## src/rtl/aud_sram_arbiter.sv

```systemverilog
// Audio SRAM arbiter: shares one 1M x 16 SRAM between recorder writes and player reads,
// driving CE/OE/WE/DQ timing from a registered access FSM with a forced turnaround idle cycle.
module aud_sram_arbiter #(
  parameter int unsigned RD_CYC       = 2,
  parameter int unsigned WR_CYC       = 2,
  parameter int unsigned MAX_WR_BURST = 4
) (
  input  logic        i_clk,
  input  logic        i_rst,
  input  logic        i_wr_req,
  input  logic [19:0] i_wr_addr,
  input  logic [15:0] i_wr_data,
  output logic        o_wr_ack,
  input  logic        i_rd_req,
  input  logic [19:0] i_rd_addr,
  output logic [15:0] o_rd_data,
  output logic        o_rd_valid,
  input  logic        i_clr_end,
  output logic [19:0] o_end_addr,
  output logic        o_busy,
  output logic [19:0] o_sram_addr,
  output logic [15:0] o_sram_dq,
  output logic        o_sram_dq_oe,
  input  logic [15:0] i_sram_dq,
  output logic        o_sram_ce_n,
  output logic        o_sram_oe_n,
  output logic        o_sram_we_n,
  output logic        o_sram_lb_n,
  output logic        o_sram_ub_n
);

  localparam int unsigned MaxCyc  = (RD_CYC > WR_CYC) ? RD_CYC : WR_CYC;
  localparam int unsigned CntW    = $clog2(MaxCyc + 1);
  localparam int unsigned StreakW = $clog2(MAX_WR_BURST + 1);

  localparam logic [CntW-1:0]    RdLast   = CntW'(RD_CYC - 1);
  localparam logic [CntW-1:0]    WrLast   = CntW'(WR_CYC - 1);
  localparam logic [CntW-1:0]    CntOne   = CntW'(1);
  localparam logic [StreakW-1:0] MaxBurst = StreakW'(MAX_WR_BURST);
  localparam logic [StreakW-1:0] StrOne   = StreakW'(1);

  typedef enum logic [1:0] {StIdle, StRead, StWrite} state_e;

  state_e              state_q, state_d;
  logic [CntW-1:0]     cnt_q, cnt_d;
  logic [StreakW-1:0]  streak_q, streak_d;
  logic [19:0]         addr_q, addr_d;
  logic [15:0]         wdata_q, wdata_d;
  logic [15:0]         rd_data_q, rd_data_d;
  logic                rd_valid_q, rd_valid_d;
  logic                wr_ack_q, wr_ack_d;
  logic [19:0]         end_addr_q, end_addr_d;

  always_comb begin
    state_d    = state_q;
    cnt_d      = cnt_q;
    streak_d   = streak_q;
    addr_d     = addr_q;
    wdata_d    = wdata_q;
    rd_data_d  = rd_data_q;
    rd_valid_d = 1'b0;
    wr_ack_d   = 1'b0;
    end_addr_d = end_addr_q;

    unique case (state_q)
      StIdle: begin
        // Writes win unless a read has waited through MAX_WR_BURST write grants.
        if (i_wr_req && (!i_rd_req || (streak_q < MaxBurst))) begin
          state_d  = StWrite;
          cnt_d    = '0;
          addr_d   = i_wr_addr;
          wdata_d  = i_wr_data;
          streak_d = i_rd_req ? (streak_q + StrOne) : '0;
        end else if (i_rd_req) begin
          state_d  = StRead;
          cnt_d    = '0;
          addr_d   = i_rd_addr;
          streak_d = '0;
        end
      end
      StWrite: begin
        if (cnt_q == WrLast) begin
          state_d    = StIdle;
          cnt_d      = '0;
          wr_ack_d   = 1'b1;
          end_addr_d = addr_q;
        end else begin
          cnt_d = cnt_q + CntOne;
        end
      end
      StRead: begin
        if (cnt_q == RdLast) begin
          state_d    = StIdle;
          cnt_d      = '0;
          rd_data_d  = i_sram_dq;
          rd_valid_d = 1'b1;
        end else begin
          cnt_d = cnt_q + CntOne;
        end
      end
      default: begin
        state_d = StIdle;
        cnt_d   = '0;
      end
    endcase

    if (i_clr_end) begin
      end_addr_d = '0;
    end
  end

  always_ff @(posedge i_clk) begin
    if (i_rst) begin
      state_q    <= StIdle;
      cnt_q      <= '0;
      streak_q   <= '0;
      addr_q     <= '0;
      wdata_q    <= '0;
      rd_data_q  <= '0;
      rd_valid_q <= 1'b0;
      wr_ack_q   <= 1'b0;
      end_addr_q <= '0;
    end else begin
      state_q    <= state_d;
      cnt_q      <= cnt_d;
      streak_q   <= streak_d;
      addr_q     <= addr_d;
      wdata_q    <= wdata_d;
      rd_data_q  <= rd_data_d;
      rd_valid_q <= rd_valid_d;
      wr_ack_q   <= wr_ack_d;
      end_addr_q <= end_addr_d;
    end
  end

  // Pins decode registered state only; no request input reaches them combinationally.
  assign o_sram_ce_n  = (state_q == StIdle);
  assign o_sram_oe_n  = (state_q != StRead);
  assign o_sram_we_n  = (state_q != StWrite);
  assign o_sram_lb_n  = (state_q == StIdle);
  assign o_sram_ub_n  = (state_q == StIdle);
  assign o_sram_dq_oe = (state_q == StWrite);
  assign o_sram_addr  = addr_q;
  assign o_sram_dq    = wdata_q;

  assign o_busy     = (state_q != StIdle);
  assign o_wr_ack   = wr_ack_q;
  assign o_rd_valid = rd_valid_q;
  assign o_rd_data  = rd_data_q;
  assign o_end_addr = end_addr_q;

endmodule

```

## config.mk

```make
export PLATFORM = sky130hd
export DESIGN_NAME = aud_sram_arbiter
export DESIGN_NICKNAME = d
export VERILOG_FILES = /design/src/rtl/aud_sram_arbiter.sv
export SDC_FILE = /design/constraint.sdc
export NUM_CORES = 1
export LEC_CHECK = 0
export BUFFER_PORTS_ARGS = -buffer_cell sky130_fd_sc_hd__buf_2
export CORE_ASPECT_RATIO = 1.75
export CORE_MARGIN = 2
export CORE_UTILIZATION = 49
export CTS_CLUSTER_DIAMETER = 200
export CTS_CLUSTER_SIZE = 40
export DETAILED_ROUTE_END_ITERATION = 7
export PLACE_DENSITY = 0.85
export SLEW_MARGIN = 20
export SYNTH_ARGS = -nofsm -noshare
export SYNTH_HDL_FRONTEND = slang
export SYNTH_SLANG_ARGS = --single-unit
```

## constraint.sdc

```tcl
create_clock -name i_clk -period 3 [get_ports i_clk]
set_input_delay 0.15 -clock i_clk [delete_from_list [all_inputs] [get_ports i_clk]]
set_output_delay 0.15 -clock i_clk [all_outputs]
set_load 0.03 [all_outputs]
```

==> flow_summary.yaml <==
clock_network:
  ctsLongestPathBuffers: 2
  clk-insertion-delay-late_ns: 0.35
  cts-root-buf: "clkbuf_8"
  cts_hold_buffers: 0
  htree_num_levels: 3
  cts_tree: "yes"
  ctsResizeCount: 0
  path_clk_slew_ns: 0.07
  post_cts_buffers: 0
  cts.sinks: 81
  cts_buffers: 9
synthesis:
  synthCells: 393
  ys_types: 31
  netlist_area_um2: 3152
  synth_nets: 474
  synth-seq-cells: 81
  synth-seq-area-share: 0.5145
  yosys_warnings: 0
  avgSynthCellArea_um2: 8.020
place:
  gp_congestion: 0.7913
  io_buffers: 157
  place_hpwl_um: 6259
  postPlaceCellArea_um2: 3914
  post-place-ws_ns: 1.179
setup_path:
  slowest_stage: "o21a_1"
  cp_cell_sequence: "inv_1 -> ha_1 -> o21a_1 -> nor2_1 -> a211oi_1"
  crit_start: "state_q[0]"
  crit_path_end_kind: "register"
  r2r_start: "state_q[0]"
  start_kind: "register"
  path_buf_inv: 1
  cp_top_family: "compound AO/OA/AOI/OAI gates"
  crit_required_ns: 3.26
  path_class: "register to register"
  cp.arrival_ns: 2.12
  cp_slowest_stage_delay_ns: 0.65
  cp_max_fo: 20
pwr:
  cellPowerDensity_nw_per_um2: 697.6
  p_leak_uw: 0.001865
  fin_total_pwr_uw: 2865
  ir_drop_mv: 0.5514
grt:
  grt_pass1_vias: 3060
  grt_overflow_total: 0
  grt_max_degree: 48
  grt_first_pass_wirelength_um: 13570
  grt_use_total: 0.2447
  antenna_found_initial: 0
min_path:
  hold_class: "input port to register"
  worstHoldStart: "i_sram_dq[13]"
die:
  die_area_um2: 7115
  core_um2: 6228
  num_rows: 38
  die_y_um: 110.1
  start_util: 0.5060
  io_pins: 158
  die_w_um: 64.63
cells_and_area:
  multiInputGateArea_um2: 1380
  layout_common_cells: "buf_2, nand2_1, dfxtp_1"
  fin_area_um2: 4108
  fillers: 535
  area.sequential_um2: 1622
  drive_gt1_frac: 0.3308
  diodes: 0
  syn_to_final_growth_pct: 30.33
  nets: 611
  final_common_cell: "buf_2"
timing:
  max_clock_freq_mhz: 535.4
  timing.slew.headroom: 0.3474
  rsz0062_at_grt: "no"
  setup_tns_ns: 0
  skew_ns: 0.007074
  tightest_slew_ns: 0.9787
  fin_ws_ns: 1.132
  slew_violations: 0
  post-route-min-period_ns: 1.868
  finalHoldViolations: 0
  setup_viol: 0
  min_period_over_period: 0.6226
detailed_routing:
  firstDrtPassIters: 4
  routed_wl_um: 8673
  ant_nets: 0
  drt_iter0_markers: 217
  wire_per_inst_um: 14.10
  via_per_inst: 5.267
  drc: 0
  vias: 3239
flow_run:
  maxCapViolations: 0
run_status:
  status: "finished, final reports clean"
## registers in the layout, summed over array words and instances, names as in the netlist
name         count
o_rd_data       16
o_sram_addr     20
o_rd_valid       1
state_q          2
o_end_addr      20
streak_q         3
cnt_q            2
o_sram_dq       16
o_wr_ack         1
## per-stage QoR
stage	cells	hold slack [ns]	utilization
2_1_floorplan	393	0.2860	-
3_3_place_gp	599	0.3897	0.6284
3_5_place_dp	599	0.3963	0.6284
4_1_cts	615	0.01564	0.6595
5_1_grt	615	0.02085	0.6595
6_report	615	0.03069	0.6595
## synth_stat cells
library cell	count	share of area
a21oi_1	73	0.12
clkbuf_1	21	0.025
buf_2	7	0.011
inv_1	5	0.0060
o21a_1	1	0.0024
o21ai_0	15	0.024
nand3b_1	2	0.0048
mux2_2	1	0.0036
clkbuf_2	2	0.0032
nor3b_1	2	0.0048
nor2_1	28	0.033
and4b_1	1	0.0032
a21bo_2	1	0.0032
and3b_1	2	0.0056
o21ai_1	2	0.0032
a211oi_1	20	0.048
o31ai_1	1	0.0024
or2_2	1	0.0020
nand2_1	94	0.11
nor3_1	1	0.0016
nand3_1	16	0.025
nor2b_1	1	0.0020
dfxtp_1	81	0.51
a21boi_1	1	0.0024
mux2i_1	2	0.0064
a22oi_1	2	0.0048
buf_4	2	0.0048
ha_1	4	0.016
and2_1	2	0.0040
a2111o_1	1	0.0036
nand2b_1	1	0.0020
## per-layer routing
metal  vias up  global-route usage  routed length [um]
met5         -                   0                   0
met4         0              0.1307                 265
met3        27             0.05990                 515
met2       143              0.4278                4578
met1      1468              0.2721                3314
li1       1601                   -                   -
## layout make-up
cell class              instances  share of cell area
multi-input cells             275              0.3360
repair buffers                158              0.1931
flip-flops and latches         81              0.3948
clock inverters                 1            0.001828
inverters                       5            0.004569
clock buffers                  15             0.04539
well taps                      80             0.02437
## report_power, final
| part | internal [uW] | switching (uW) |
|---|---|---|
| sequential | 1180 | 76.2 |
| clock | 392 | 364 |
| combinational | 261 | 588 |
## worst min-delay path, cell delays in order
cell and delay [ns]:
buf_2 0.09, nand2_1 0.04, a21oi_1 0.05
## logic make-up after synthesis
kind of cell / after synthesis / share of synthesized area
and+or+nand+nor: 151 / 0.2005
muxes: 3 / 0.009925
DFF: 81 / 0.5145
adders and majority gates: 4 / 0.01588
AOI/OAI and AO/OA: 117 / 0.2092
buffers and inverters: 37 / 0.05002
## path summary, 6_finish.rpt
check / to / slack [ns] / cells after the start
hold / removal: o_rd_data[13] / 0.03 / 3
setup / recovery: o_sram_addr[5] / 1.13 / 5
setup reg to reg: o_sram_addr[5] / 1.13 / 5
hold reg to reg: o_rd_data[4] / 0.45 / 2
Power figures use the tool's default switching activity.
